`config.mk`:
```
export PLATFORM = sky130hd
export DESIGN_NAME = tff_toggle_sched_flat
export DESIGN_NICKNAME = d
export VERILOG_FILES = /design/src/rtl/tff_toggle_sched_pkg.sv /design/src/rtl/tff_toggle_sched_if.sv /design/src/rtl/tff_bank.sv /design/src/rtl/tff_toggle_sched.sv /design/src/flat_wrapper.sv
export SDC_FILE = /design/constraint.sdc
export NUM_CORES = 1
export LEC_CHECK = 0
export ABC_AREA = 1
export CAP_MARGIN = 25
export CORE_UTILIZATION = 51
export DETAILED_ROUTE_END_ITERATION = 6
export PLACE_DENSITY_LB_ADDON = 0.1
export SYNTH_ARGS = -nofsm -noshare
export SYNTH_HDL_FRONTEND = slang
export SYNTH_SLANG_ARGS = --single-unit
```
`constraint.sdc`:
```
create_clock -name clk -period 7.41 [get_ports clk]
set_input_delay 1.482 -clock clk [delete_from_list [all_inputs] [get_ports clk]]
set_output_delay 1.482 -clock clk [all_outputs]
set_load 0.03 [all_outputs]
```
`src/rtl/tff_toggle_sched_pkg.sv`:
```
// tff_sched_pkg: shared FSM state type and one-hot round-robin pick helper
package tff_sched_pkg;
  localparam int MAXREQ = 32;
  typedef enum logic [1:0] {IDLE, GRANT, PAUSE} state_t;
  function automatic logic [MAXREQ-1:0] rr_pick(input logic [MAXREQ-1:0] elig, input int n, input int ptr);
    logic [MAXREQ-1:0] r;
    int idx;
    r = '0;
    for (int i = 0; i < MAXREQ; i++) begin
      idx = (ptr + i) % n;
      if (i < n && r == '0 && elig[idx]) r[idx] = 1'b1;
    end
    return r;
  endfunction
endpackage

```
`src/rtl/tff_toggle_sched_if.sv`:
```
// tff_toggle_sched_if: requester-side and bank-side signal bundle of the toggle scheduler
interface tff_toggle_sched_if #(parameter int NREQ = 4, parameter int WIDTH = 8, parameter int CNT_W = 16);
  logic [NREQ-1:0] req;
  logic [NREQ*WIDTH-1:0] mask;
  logic hold;
  logic clr;
  logic [NREQ-1:0] gnt;
  logic busy;
  logic [WIDTH-1:0] q;
  logic [CNT_W-1:0] grant_cnt;
  modport master (output req, mask, hold, clr, input gnt, busy, q, grant_cnt);
  modport slave (input req, mask, hold, clr, output gnt, busy, q, grant_cnt);
endinterface

```
`src/rtl/tff_bank.sv`:
```
// tff_bank: WIDTH T flip-flops with async active-low reset and sync clear that beats toggling
module tff_bank #(parameter int WIDTH = 8) (
  input  logic             clk,
  input  logic             rst,
  input  logic             clr,
  input  logic [WIDTH-1:0] t,
  output logic [WIDTH-1:0] q
);
  // Toggle where t is set; a clear drops any toggle arriving on the same edge
  always_ff @(posedge clk or negedge rst)
    if (!rst) q <= '0;
    else q <= clr ? '0 : q ^ t;
endmodule

```
`src/rtl/tff_toggle_sched.sv`:
```
// tff_toggle_sched: round-robin sharing of one T flip-flop bank; define TFF_SCHED_FIXED_PRIO_EN for fixed lowest-index priority
module tff_toggle_sched
  import tff_sched_pkg::*;
#(parameter int NREQ = 4, parameter int WIDTH = 8, parameter int CNT_W = 16) (
  input logic clk,
  input logic rst,
  tff_toggle_sched_if.slave bus
);
  state_t state;
  logic [NREQ-1:0] gnt, elig, pick;
  logic [WIDTH-1:0] t_vec, pick_mask;
  logic [CNT_W-1:0] cnt;
  logic go;
  assign elig = (state != PAUSE && !bus.hold) ? bus.req & ~gnt : '0;
  assign go = |elig;
`ifdef TFF_SCHED_FIXED_PRIO_EN
  assign pick = NREQ'(rr_pick(MAXREQ'(elig), NREQ, 0));
`else
  localparam int PW = (NREQ > 1) ? $clog2(NREQ) : 1;
  logic [PW-1:0] ptr, nxt_ptr;
  assign pick = NREQ'(rr_pick(MAXREQ'(elig), NREQ, int'(ptr)));
  // Next search start is just past the winner; unchanged when nobody wins
  always_comb begin
    nxt_ptr = ptr;
    for (int i = 0; i < NREQ; i++) if (pick[i]) nxt_ptr = (i == NREQ - 1) ? '0 : PW'(i + 1);
  end
  // Round-robin pointer register
  always_ff @(posedge clk or negedge rst)
    if (!rst) ptr <= '0;
    else ptr <= nxt_ptr;
`endif
  // Winner's mask becomes the bank's toggle vector
  always_comb begin
    pick_mask = '0;
    for (int i = 0; i < NREQ; i++) pick_mask |= pick[i] ? bus.mask[i*WIDTH +: WIDTH] : '0;
  end
  // Grant FSM with registered grant, toggle vector and saturating grant count
  always_ff @(posedge clk or negedge rst)
    if (!rst) begin
      state <= IDLE;
      gnt <= '0;
      t_vec <= '0;
      cnt <= '0;
    end else begin
      state <= bus.hold ? PAUSE : go ? GRANT : IDLE;
      gnt <= pick;
      t_vec <= pick_mask;
      cnt <= (go && cnt != '1) ? cnt + 1'b1 : cnt;
    end
  tff_bank #(.WIDTH(WIDTH)) u_bank (.clk(clk), .rst(rst), .clr(bus.clr), .t(t_vec), .q(bus.q));
  assign bus.gnt = gnt;
  assign bus.busy = (state == GRANT);
  assign bus.grant_cnt = cnt;
endmodule

```
`src/flat_wrapper.sv`:
```
// flat-port wrapper written by rule: the top's interface ports become plain ports
module tff_toggle_sched_flat import tff_sched_pkg::*;
#(parameter int NREQ = 4, parameter int WIDTH = 8, parameter int CNT_W = 16)
  (clk, rst, bus_req, bus_mask, bus_hold, bus_clr, bus_gnt, bus_busy, bus_q, bus_grant_cnt);
  tff_toggle_sched_if #(.NREQ(NREQ), .WIDTH(WIDTH), .CNT_W(CNT_W)) bus_i ();
  input logic clk;
  input logic rst;
  input wire logic [$bits(bus_i.req)-1:0] bus_req;
  input wire logic [$bits(bus_i.mask)-1:0] bus_mask;
  input wire logic [$bits(bus_i.hold)-1:0] bus_hold;
  input wire logic [$bits(bus_i.clr)-1:0] bus_clr;
  output wire logic [$bits(bus_i.gnt)-1:0] bus_gnt;
  output wire logic [$bits(bus_i.busy)-1:0] bus_busy;
  output wire logic [$bits(bus_i.q)-1:0] bus_q;
  output wire logic [$bits(bus_i.grant_cnt)-1:0] bus_grant_cnt;
  assign bus_i.req = bus_req;
  assign bus_i.mask = bus_mask;
  assign bus_i.hold = bus_hold;
  assign bus_i.clr = bus_clr;
  assign bus_gnt = bus_i.gnt;
  assign bus_busy = bus_i.busy;
  assign bus_q = bus_i.q;
  assign bus_grant_cnt = bus_i.grant_cnt;
  tff_toggle_sched #(.NREQ(NREQ), .WIDTH(WIDTH), .CNT_W(CNT_W)) u_core (.clk(clk), .rst(rst), .bus(bus_i));
endmodule
```
==> results of run 1 <==
[kinds of logic (layout without fill, tap and decap cells)]
group,Yosys count,after routing,share of synthesized area
multiplexers,1,1,0.00474
AND/OR/NAND/NOR,169,169,0.359
adder cells (fa/ha/maj),8,8,0.0422
buffers and inverters,39,109,0.0727
flip-flops,40,40,0.422
XOR/XNOR,21,21,0.0775
AO/OA/AOI/OAI,8,8,0.0221
[where the power goes]
part | internal [uW] | switching [uW]
combinational | 349 | 557
sequential | 304 | 70.4
clock | 63.8 | 74.1
total | 717 | 702
[per-layer routing]
metal | global-route usage | share of wire | vias up | routed length, um
li1 | - | - | 1055 | -
met5 | 0 | 0 | - | 0
met2 | 0.379 | 0.50 | 63 | 2600
met4 | 0.0644 | 0.0095 | 0 | 49
met3 | 0.0519 | 0.045 | 4 | 230
met1 | 0.265 | 0.44 | 950 | 2290
[how the worst min path moves through the flow]
stage,from,end,slack [ps],depth (start not counted)
6_report,u_core.bus.grant_cnt[15],u_core.bus.grant_cnt[15],510,1
3_3_place_gp,u_core.bus.grant_cnt[9],u_core.bus.grant_cnt[9],480,1
2_1_floorplan,u_core.t_vec[0],u_core.u_bank.q[0],490,2
3_5_place_dp,u_core.bus.grant_cnt[15],u_core.bus.grant_cnt[15],490,1
4_1_cts,u_core.bus.grant_cnt[15],u_core.bus.grant_cnt[15],510,1
5_1_grt,u_core.bus.grant_cnt[15],u_core.bus.grant_cnt[15],520,1
[layout make-up]
class                   instances  share of cell area
multi-input cells             207               0.381
well taps                      52              0.0207
flip-flops and latches         40               0.318
clock buffers                   5              0.0218
clock inverters                 2             0.00397
repair buffers                 68               0.214
inverters                      34              0.0405
[flip-flops by register name (all words and copies together) (netlist names)]
name / cells
u_core.bus.grant_cnt: 16
u_core.bus.gnt: 4
u_core.t_vec: 8
u_core.ptr: 2
u_core.state: 2
u_core.u_bank.q: 8
[Yosys cell counts (all sizes together)]
| cell | count | area (um2) |
|---|---|---|
| clkinv | 1 | 3.75 |
| mux2 | 1 | 11.3 |
| o21ai | 2 | 10.0 |
| nand4 | 14 | 131 |
| dfrtp | 40 | 1000 |
| o31ai | 1 | 12.5 |
| nand3 | 41 | 225 |
| nand2 | 75 | 324 |
| clkbuf | 1 | 3.75 |
| inv | 33 | 124 |
| nor3 | 4 | 20.0 |
| buf | 4 | 41.3 |
| xor2 | 8 | 70.1 |
| a31oi | 1 | 6.26 |
| ha | 8 | 100 |
| nor2 | 35 | 151 |
| a21oi | 4 | 23.8 |
| xnor2 | 13 | 114 |
[stage by stage]
step	std cells	power [uW]	hold slack [ps]	cell area, um2
floorplan	286	1080	489	2370
global placement	401	1260	482	3070
detailed placement	401	1280	493	3070
CTS	408	1420	508	3150
global route	408	1530	519	3150
finish	408	1420	506	3150
==> flow_summary_export.csv, run 1 <==
group,metric,value,unit
finish,mostFrequentLayoutCell,"clkdlybuf4s50_1",
run,drv_cap,0,
clocking,tritoncts,"yes",
worst_setup_path,r2r_end,"u_core.ptr[0]",
worst_setup_path,r2r_cells,14,
timing,clock_skew,11.8,ps
grt,grt_pass1_wl,8450,um
finish,nFillCells,354,
grt,grt.total_usage,0.217,
floorplan,die_height,70.2,um
clocking,cts_buffers,5,
timing,fmaxAchievable,266,MHz
floorplan,start_util,0.538,
worst_setup_path,critPathTopFamily,"simple AND/OR/NAND/NOR gates",
route,via_count,2072,
synthesis,synthesis.area,0.00237,mm2
timing,finalHoldViolCount,0,
pwr,leakage,0.00143,uW
worst_setup_path,path_max_fanout,11,
status,status,"finished clean",
worst_setup_path,cp.arrival,3940,ps
grt,grt_antenna_before_repair,0,
worst_setup_path,crit_slowest_cell,"clkdlybuf4s50_1",
route,dr.pass1.iters,5,
synthesis,synth.avg_cell_area,8.30,um2
timing,tns,0,ps
worst_setup_path,required,7590,ps
timing,period_needed,3760,ps
pwr,peakVddDrop,0.397,mV
finish,layout_common_cells,"clkdlybuf4s50_1 (67), nand2_1 (58), dfrtp_1 (40), nand3_1 (37), nor2_1 (31)",
placement,place_congestion,0.938,
finish,syn2layout_area_growth,32.7,%
route,drc,0,
timing,fin_crit_sh,0.507,
worst_setup_path,regToRegSetupSlack,4610,ps
worst_setup_path,crit_end,"u_core.t_vec[4]",
finish,multi_input_area,0.00120,mm2
min_path,hp-class,"register to register",
clocking,cts.sinks,40,
route,totalWireLength,5160,um
worst_setup_path,crit_buf_inv,2,
clocking,clk_latency,290,ps
floorplan,die-area,0.00493,mm2
placement,dp_slack,3370,ps
floorplan,die_w,70.2,um
worst_setup_path,endpoint_kind,"register",
synthesis,synth_seq_area_share,0.422,
worst_setup_path,worst_path_most_repeated_cell,"nand3_1",
synthesis,ys_seq_elements,40,
placement,portBuffers,68,
clocking,cts_hold_buf,0,
worst_setup_path,start_kind,"input port",
clocking,clockBufferDepth,2,
placement,dp_hpwl,4000,um
clocking,clk_pin_slew,80,ps
finish,seqCellArea,0.00100,mm2
route,detail_route.wl_per_cell,12.7,um
timing,rsz0062_at_grt,"false",
timing,setup_violations,0,
timing,worstMarginPinSlew,861,ps
route,drt_iter0_drc,70,
floorplan,boundaryPins,69,
synthesis,syn_nets,334,
floorplan,coreArea,0.00441,mm2
clocking,cts_setup_buffers,0,
clocking,htreeDepth,2,
worst_setup_path,path_depth,18,
finish,fin_util,0.714,
finish,drive_above_1_share,0.132,
synthesis,synth.distinct_cells,26,
worst_setup_path,worstReg2RegStart,"u_core.ptr[0]",
worst_setup_path,crit_type,"input port to register",
timing,setup_ws,3650,ps
timing,slew_headroom,0.426,
worst_setup_path,cp_cell_sequence,"clkdlybuf4s50_1 -> inv_1 -> nor2_1 -> nand3_1 -> nand2_1 -> nand3_1 -> nand2_1 -> o31ai_2 -> nand3_2 -> nand3_1 -> nor2_2 -> nand3_1 -> nand2_1 -> nor2_4 -> nand3_1 -> nand2_2 -> nand2_2 -> nand4_2",
pwr,p_per_area,450,mW/mm2
finish,diodes,0,
synthesis,synthCells,286,
clocking,cts.repair.resized,0,
route,postRouteAntennaNets,0,
synthesis,synth_warnings,0,
worst_setup_path,critPathLaunch,"bus_req[0]",
timing,slew_viol_final,0,
grt,grt_pass1_vias,1951,
clocking,ctsRootBufferMaster,"clkbuf_8",
finish,final_nets,404,
route,post_drt_via_cell_ratio,5.08,
grt,grt_max_degree,41,
grt,grt-ovfl-total,0,
floorplan,num_rows,24,
worst_setup_path,crit_path_max_incr_delay,470,ps
Power figures use the tool's default switching activity.
==> run 2: changes to the inputs <==
--- a/config.mk
+++ b/config.mk
@@ -7,7 +7,7 @@
 export LEC_CHECK = 0
 export ABC_AREA = 1
 export CAP_MARGIN = 25
-export CORE_UTILIZATION = 51
+export CORE_UTILIZATION = 48
 export DETAILED_ROUTE_END_ITERATION = 6
 export PLACE_DENSITY_LB_ADDON = 0.1
 export SYNTH_ARGS = -nofsm -noshare
==> constraint.sdc (replaced) <==
create_clock -name clk -period 3.6 [get_ports clk]
set_input_delay 0.72 -clock clk [delete_from_list [all_inputs] [get_ports clk]]
set_output_delay 0.72 -clock clk [all_outputs]
set_load 0.03 [all_outputs]
==> flow_summary_export.csv, run 2 (synthesis results as in run 1) <==
group,metric,value,unit
timing,worstMarginPinSlew,868,ps
clocking,cts_hold_buf,0,
timing,slew_viol_final,0,
grt,grt-ovfl-total,0,
worst_setup_path,endpoint_kind,"register",
grt,gr-max-usage-layer,"met2",
timing,tns,0,ps
timing,fin_crit_sh,0.834,
grt,grt_antenna_before_repair,0,
route,postRouteAntennaNets,0,
route,post_drt_via_cell_ratio,4.99,
finish,stdcell_count,424,
worst_setup_path,cp.arrival,3190,ps
pwr,leakage,0.00145,uW
worst_setup_path,start_kind,"input port",
worst_setup_path,crit_type,"input port to register",
worst_setup_path,worst_path_most_repeated_cell,"nand3_1",
grt,grt_pass1_vias,1804,
timing,slew_headroom,0.421,
finish,largest_reg_flops,16,
placement,place_congestion,0.877,
min_path,hp-class,"register to register",
route,drt_iter0_drc,79,
finish,mostFrequentLayoutCell,"clkdlybuf4s50_1",
clocking,clk_pin_slew,80,ps
placement,dp_hpwl,3980,um
clocking,ctsRootBufferMaster,"clkbuf_8",
clocking,cts_setup_buffers,0,
floorplan,boundaryPins,69,
min_path,hold_depth,1,
clocking,htreeDepth,2,
finish,fin_util,0.675,
floorplan,num_rows,25,
timing,clock_skew,11.6,ps
clocking,cts.sinks,40,
finish,syn2layout_area_growth,35.2,%
pwr,peakVddDrop,1.04,mV
grt,use_met2,0.355,
timing,finalHoldViolCount,0,
floorplan,coreArea,0.00475,mm2
finish,final_nets,404,
floorplan,die_height,72.3,um
grt,grt.total_usage,0.208,
worst_setup_path,cp_cell_sequence,"clkdlybuf4s50_1 -> inv_1 -> nor2_1 -> nand3_1 -> nand2_1 -> nand3_1 -> nand2_1 -> o31ai_2 -> nand3_1 -> nand2_2 -> nor2_2 -> nand3_1 -> nand2_1 -> nor2_4 -> nand3_1 -> nand2_2 -> nand2_2 -> nand4_2",
finish,drive_above_1_share,0.134,
floorplan,die-area,0.00523,mm2
placement,dp_cells,416,
route,totalWireLength,5190,um
clocking,tritoncts,"yes",
status,status,"finished clean",
route,detail_route.wl_per_cell,12.3,um
pwr,power,3020,uW
worst_setup_path,r2r_cells,18,
finish,diodes,0,
floorplan,start_util,0.499,
floorplan,die_w,72.3,um
placement,portBuffers,68,
worst_setup_path,crit_path_max_incr_delay,450,ps
timing,fmaxAchievable,333,MHz
clocking,clk_latency,300,ps
worst_setup_path,path_max_fanout,11,
grt,grt_max_degree,41,
grt,use_met3,0.0500,
route,dr.pass1.iters,4,
route,via_count,2114,
pwr,p_per_area,942,mW/mm2
timing,rsz0062_at_grt,"false",
worst_setup_path,required,3780,ps
finish,layout_common_cells,"clkdlybuf4s50_1 (67), nand2_1 (58), dfrtp_1 (40), nand3_1 (37), nor2_1 (31)",
worst_setup_path,crit_slowest_cell,"clkdlybuf4s50_1",
grt,met1_usage,0.250,
clocking,cts.repair.resized,0,
clocking,cts_buffers,5,
route,drc,0,
grt,grt_pass1_wl,8270,um
run,drv_cap,0,
timing,period_needed,3000,ps
timing,setup_violations,0,
clocking,clockBufferDepth,2,
run 2: cell types whose count changed in the layout (fill, tap and decap cells not counted):
cell / previous run / this run
bufinv_16: 0 / 1
clkbuf_8: 5 / 6
clkinv_2: 1 / 0
clkinv_4: 0 / 1
clkinvlp_4: 1 / 0
run 2: cell type report:
cell class / instances / area, um2
repair buffers: 68 / 676
clock inverters: 2 / 38.8
inverters: 34 / 128
well taps: 67 / 83.8
flip-flops and latches: 40 / 1000
fillers: 417 / 1550
multi-input cells: 207 / 1200
clock buffers: 6 / 82.6
run 2: worst paths after layout:
kind / slack (ps) / startpoint / endpoint
worst max-delay path: 600 / bus_req[2] / u_core.t_vec[0]
worst min-delay path: 490 / u_core.bus.grant_cnt[9] / u_core.bus.grant_cnt[9]
worst max register to register: 790 / u_core.ptr[0] / u_core.t_vec[0]
worst min register to register: 490 / u_core.bus.grant_cnt[9] / u_core.bus.grant_cnt[9]
max in group asynchronous: 2520 / rst / u_core.ptr[1]
min in group asynchronous: 520 / rst / u_core.bus.grant_cnt[0]
run 2: metrics by stage:
step	setup slack (ps)	cell area (um2)	hold WS, ps
floorplan	1160	2370	424
global placement	359	3090	480
detailed placement	310	3090	485
CTS	630	3210	500
global route	339	3210	520
finish	599	3210	494
run 2: routing by layer:
layer	vias to the layer above	routed length (um)
li1	1049	-
met1	983	2200
met2	72	2630
met3	10	265
met4	0	108
met5	-	0
run 2: power by group:
part | internal, uW | switching (uW)
sequential | 626 | 142
combinational | 719 | 1140
clock | 227 | 167
total | 1570 | 1450
run 2: critical path, delay by kind of cell:
family | cells | cell delay (ps)
and+or+nand+nor | 15 | 1840
AOI/OAI and AO/OA | 1 | 120
buffers and inverters | 2 | 480
